--- src/rtl/muldiv_control.sv ---
// muldiv_control: sequences a 32-cycle multiply/divide unit and owns the
// HI/LO result registers plus the MFHI/MFLO read path.
module muldiv_control #(
    parameter logic [5:0] MULTU = 6'b011001,
    parameter logic [5:0] DIVU  = 6'b011011,
    parameter logic [5:0] MFHI  = 6'b010000,
    parameter logic [5:0] MFLO  = 6'b010010,
    parameter logic [5:0] OUT   = 6'b111111
) (
    input  logic        clk,
    input  logic        reset,
    input  logic        req,
    input  logic [5:0]  funct,
    input  logic [63:0] md_result,
    output logic        md_reset,
    output logic [5:0]  md_signal,
    output logic        busy,
    output logic        done,
    output logic [31:0] hi,
    output logic [31:0] lo,
    output logic [31:0] rd_data,
    output logic        rd_valid
);

    typedef enum logic [1:0] {IDLE, INIT, RUN, DONE} state_t;

    state_t     state, state_nxt;
    logic [5:0] op_q;
    logic [4:0] cnt;
    logic       start;

    // Only arithmetic codes start an operation; everything else in IDLE is a no-op
    // apart from the HI/LO reads handled below.
    assign start = req && (state == IDLE) && (funct == MULTU || funct == DIVU);

    // State register, operand latch and the RUN cycle counter
    always_ff @(posedge clk) begin
        if (reset) begin
            state <= IDLE;
            op_q  <= '0;
            cnt   <= '0;
        end else begin
            state <= state_nxt;
            if (start)
                op_q <= funct;
            if (state == INIT)
                cnt <= '0;
            else if (state == RUN)
                cnt <= cnt + 5'd1;
        end
    end

    // Next state and per-cycle drive to the arithmetic unit
    always_comb begin
        state_nxt = state;
        md_reset  = 1'b0;
        md_signal = 6'b0;
        done      = 1'b0;
        case (state)
            IDLE: if (start) state_nxt = INIT;
            INIT: begin
                md_reset  = 1'b1;
                state_nxt = RUN;
            end
            RUN: begin
                md_signal = op_q;
                if (cnt == 5'd31) state_nxt = DONE;
            end
            DONE: begin
                md_signal = OUT;
                done      = 1'b1;
                state_nxt = IDLE;
            end
            default: state_nxt = IDLE;
        endcase
        // Reset must also clear the arithmetic unit and suppress any done pulse
        if (reset) begin
            md_reset  = 1'b1;
            md_signal = 6'b0;
            done      = 1'b0;
        end
    end

    assign busy = (state != IDLE);

    // HI/LO capture at the end of DONE; md_result is not looked at otherwise
    always_ff @(posedge clk) begin
        if (reset) begin
            hi <= '0;
            lo <= '0;
        end else if (state == DONE) begin
            hi <= md_result[63:32];
            lo <= md_result[31:0];
        end
    end

    // MFHI/MFLO read port: one-cycle valid, data held between reads
    always_ff @(posedge clk) begin
        if (reset) begin
            rd_data  <= '0;
            rd_valid <= 1'b0;
        end else begin
            rd_valid <= 1'b0;
            if (req && state == IDLE && funct == MFHI) begin
                rd_data  <= hi;
                rd_valid <= 1'b1;
            end else if (req && state == IDLE && funct == MFLO) begin
                rd_data  <= lo;
                rd_valid <= 1'b1;
            end
        end
    end

endmodule

--- config.mk ---
export PLATFORM = sky130hd
export DESIGN_NAME = muldiv_control
export DESIGN_NICKNAME = d
export VERILOG_FILES = /design/src/rtl/muldiv_control.sv
export SDC_FILE = /design/constraint.sdc
export NUM_CORES = 1
export LEC_CHECK = 0
export CAP_MARGIN = 20
export CORE_MARGIN = 4
export CORE_UTILIZATION = 30
export DETAILED_ROUTE_END_ITERATION = 8
export GPL_TIMING_DRIVEN = 0
export PLACE_DENSITY = 0.57
export SYNTH_ARGS = -nofsm -noshare
export SYNTH_HDL_FRONTEND = slang
export SYNTH_SLANG_ARGS = --single-unit
export TNS_END_PERCENT = 30
--- constraint.sdc ---
create_clock -name clk -period 3 [get_ports clk]
set_input_delay 0.45 -clock clk [delete_from_list [all_inputs] [get_ports clk]]
set_output_delay 0.45 -clock clk [all_outputs]
set_load 0.02 [all_outputs]
Word-level counts from Yosys, hierarchy flattened
Cells that the tools add are included.

Reductions and logical operators: 10. Add/subtract/negate cells: 1. Order comparisons: 0. Bitwise gates (word level): 0. Shift operators: 0. Equal/unequal tests: 10. Div/mod/pow operators: 0. Multiply operators: 0. Muxes and demuxes: 13.

Operators with widths (count): two-way mux 32 bit (2); == test 6 x 5 -> 1 bit, second input constant (4); one-hot mux 6 bit (2 select lines) (1); one-hot mux 2 bit (4 select lines) (1); two-way mux 1 bit (6); two-way mux 6 bit (1); adder 5 x 1 -> 5 bit, second input constant (1); == test 5 bit, second input constant (1); == test 2 bit, second input constant (2); logical AND 1 bit (4); two-way mux 2 bit (2); nonzero test 2 bit (2); == test 2 x 1 -> 1 bit, second input constant (1); zero test 2 bit (1); inequality test 2 x 1 -> 1 bit, second input constant (1); inequality test 2 bit, second input constant (1); AND reduction 2 bit (1); OR reduction 2 bit (1); logical OR 1 bit (1).

Memories kept: 0. Logic and storage cells: 41. Latch bits: 0. Input port bits: 73. Output and inout bits: 106. ROM bits: 0. Memory bits (writable): 0. Flip-flop bits (word level): 110.

Longest topological paths before layout
Depth in word-level cells: 5. Gate-level depth with buffers: 8. Mapped depth without buffers: 6.

Least setup slack after synthesis
No wires, ideal clock.

Kind: reg-to-output. Start point: reg state[1]. End point: out done. Path buffers: 2. Data arrival time: 1.420 ns. Stages on the path, launching flop included: 5. Data required time: 2.550 ns. Path slack: 1.130 ns. Cell sequence: dfxtp_1 -> ha_1 -> clkbuf_1 -> clkbuf_1 -> nor2b_1.

Longest elaborated chain between the ends: 3.

Ends and longest elaborated chain: start, declared (line 27) `state_t state, state_nxt;`; start signal, assigned (line 43) `state <= state_nxt;`; == test 2 bit (line 59) `case (state)`; two-way mux 1 bit (line 59); two-way mux 1 bit (line 77) `if (reset) begin`; end, declared (line 18) `output logic done,`.

Every way passes these cells.

Final worst setup path
Start point: in reset. End point: out md_signal[1].

Longest elaborated chain between the ends: 1.

Ends and longest elaborated chain: start, declared (line 11) `input logic reset,`; two-way mux 6 bit (line 77); end, declared (line 16) `output logic [5:0] md_signal,`.

Every way passes these cells.

==> impl_metrics.env <==
export IMPL_yosysWarnings=0
export IMPL_via_per_inst=4.58
export IMPL_end_kind="output pin"
export IMPL_io_pins=179
export IMPL_grt_pass1_vias=3946
export IMPL_multi_input_comb_area_um2=2040
export IMPL_wl_per_cell_um=16.8
export IMPL_gp_congestion=0.779
export IMPL_crit_fanout=10
export IMPL_grt_max_degree=17
export IMPL_insertion_delay_ns=0.34
export IMPL_critPathLaunchType="input pin"
export IMPL_cts_buffer_depth=2
export IMPL_htree_levels=3
export IMPL_finalSetupViolations=0
export IMPL_dpl_cell_area_um2=6420
export IMPL_p_per_area_nw_per_um2=475
export IMPL_seq_area_frac_synth_pct=49.8
export IMPL_globalRouteTotalUtil_pct=16.1
export IMPL_drt_wl_total_um=13500
export IMPL_design_die_area_um2=16700
export IMPL_n_antenna_cell=0
export IMPL_layout_min_cycle_time_ns=2.82
export IMPL_overflow=0
export IMPL_seq_area_um2=2200
export IMPL_drcViolationCount=0
export IMPL_finalMaxSlewViolations=0
export IMPL_crit_type="in -> out"
export IMPL_grt_setup_unrepaired="no"
export IMPL_setup_tns_final_ns=0
export IMPL_cts_tree="done"
export IMPL_final_hold_viol_count=0
export IMPL_status="finished, final reports clean"
export IMPL_instances_no_fill=804
export IMPL_grt_pass1_wl_um=20900
export IMPL_synth_area_leaders="dfxtp_1 50%, mux2i_1 23%, nor2_1 9.8%"
export IMPL_clk_pin_slew_ns=0.06
export IMPL_arrival_ns=2.37
export IMPL_fillCellCount=1376
export IMPL_initial_utilization_pct=30.5
export IMPL_maxCapViolations=0
export IMPL_cts_sinks=110
export IMPL_port_buffer_count=177
export IMPL_drive_gt1_share_pct=8.55
export IMPL_avgSynthCellArea_um2=10.3
export IMPL_ctsHoldBuffers=0
export IMPL_std_cell_rows=44
export IMPL_antenna_found_initial=0
export IMPL_power_leakage_nw=2.36
export IMPL_yosys_area_top_type_share_pct=49.8
export IMPL_vias=3682
export IMPL_max_freq_mhz=354
export IMPL_drtIter0Drc=100
export IMPL_ant_nets=0
export IMPL_startpoint="reset"
export IMPL_cts_buffers=9
export IMPL_ys_seq_elements=110
export IMPL_hpwl_um=10300
export IMPL_hold_class="reg -> reg"
export IMPL_synth_area_um2=4420
export IMPL_fin_crit_sh_pct=94.1
export IMPL_area_delta_synth_final_pct=52.5
export IMPL_syn_nets=508
export IMPL_worstHoldStart="op_q[3]$_SDFFE_PP0P_"
export IMPL_whs_ns=0.475
export IMPL_ys_types=27
export IMPL_cts_root_buffer="clkbuf_16"
export IMPL_drt_pass1_iter_count=4
export IMPL_required_ns=2.55
export IMPL_netlist_instances=428
export IMPL_yosys_area_top_type="dfxtp_1"
export IMPL_synthTopCellsByCount="115 x nor2_1, 110 x dfxtp_1, 100 x mux2i_1, 17 x a211oi_2, 16 x a211oi_1"
export IMPL_synth_edf_count=0
export IMPL_placedCellCount=789
export IMPL_fin_area_um2=6740
export IMPL_chipHeight_um=129
export IMPL_ir_drop_mv=0.246
export IMPL_dieWidth_um=129
export IMPL_async_flop_share_pct=0
export IMPL_core_um2=14500
export IMPL_nNetsFinal=695
export IMPL_slew_headroom_pct=41.0
export IMPL_worst_pin_slew_ns=0.885
export IMPL_rr_startpoint="state[0]$_SDFFE_PP0P_"
export IMPL_synth_most_common_cell="nor2_1"
export IMPL_skew_ns=0.00663
export IMPL_ys_flop_type="dfxtp_1"
## per-layer routing
metal | vias to the layer above | global-route usage [%] | wire, µm
li1 | 1828 | - | -
met1 | 1731 | 19.5 | 5880
met2 | 105 | 27.0 | 6390
met3 | 18 | 4.45 | 927
met4 | 0 | 6.67 | 311
met5 | - | 0 | 0
## stage by stage
stage | util (%) | worst slack, ns | power, mW
floorplan | - | 1.13 | 1.77
global placement | 44.4 | -0.0278 | 1.98
detailed placement | 44.4 | -0.0745 | 1.99
CTS | 46.6 | 0.0576 | 3.25
global route | 46.6 | 0.0396 | 3.34
finish | 46.6 | 0.176 | 3.20
## worst paths after layout
check	cells after the start	slack, ns	to
setup reg to reg	6	1.24	state[0]$_SDFFE_PP0P_
setup / recovery	5	0.18	md_signal[1]
hold / removal	2	0.47	op_q[3]$_SDFFE_PP0P_
hold reg to reg	2	0.47	op_q[3]$_SDFFE_PP0P_
## area by class of cell
cell class / count / area share [%]
multi-input combinational: 281 / 30.3
tap: 184 / 3.41
clock inverter: 3 / 0.594
buffer: 32 / 2.38
clock buffer: 13 / 4.16
inverter: 4 / 0.223
timing repair buffer: 177 / 26.3
sequential: 110 / 32.7
## state kept, by name (all words and copies together) (netlist names)
name      cells
op_q          6
rd_valid      1
cnt           5
state         2
rd_data      32
hi           32
lo           32
## layout by cell type, fill, tap and decap left out, drive strengths merged, types with 3 or more instances in the layout
cell	Yosys	layout
clkdlybuf4s50	0	177
a21oi	6	6
dfxtp	110	110
nor2	115	115
mux2i	100	100
clkbuf	12	24
inv	4	4
nand2	3	3
ha	7	7
a211oi	33	33
buf	21	21
## critical path, cell delays in order
cell and delay, ns:
clkdlybuf4s50_1 0.53, clkbuf_2 0.27, clkbuf_1 0.43, nor2_1 0.12
clkdlybuf4s50_1 0.56
## power breakdown
| group | switching [mW] | internal (mW) | total [mW] |
|---|---|---|---|
| Sequential | 0.0230 | 1.49 | 1.51 |
| Combinational | 0.221 | 0.219 | 0.440 |
| Clock | 0.514 | 0.736 | 1.25 |
## repair_timing
action	CTS	global route
resized for setup	2	0
cloned	0	0
setup buffers	0	0
setup endpoints to repair	7	6
## cell families after synthesis
kind of cell	after synthesis	synth area share [%]
flops	110	49.8
buf+inv	37	3.99
xor+xnor	3	0.595
mux	100	22.6
fa+ha+maj	7	1.98
simple gates	130	12.5
compound gates	41	8.52
Power figures use the tool's default switching activity.
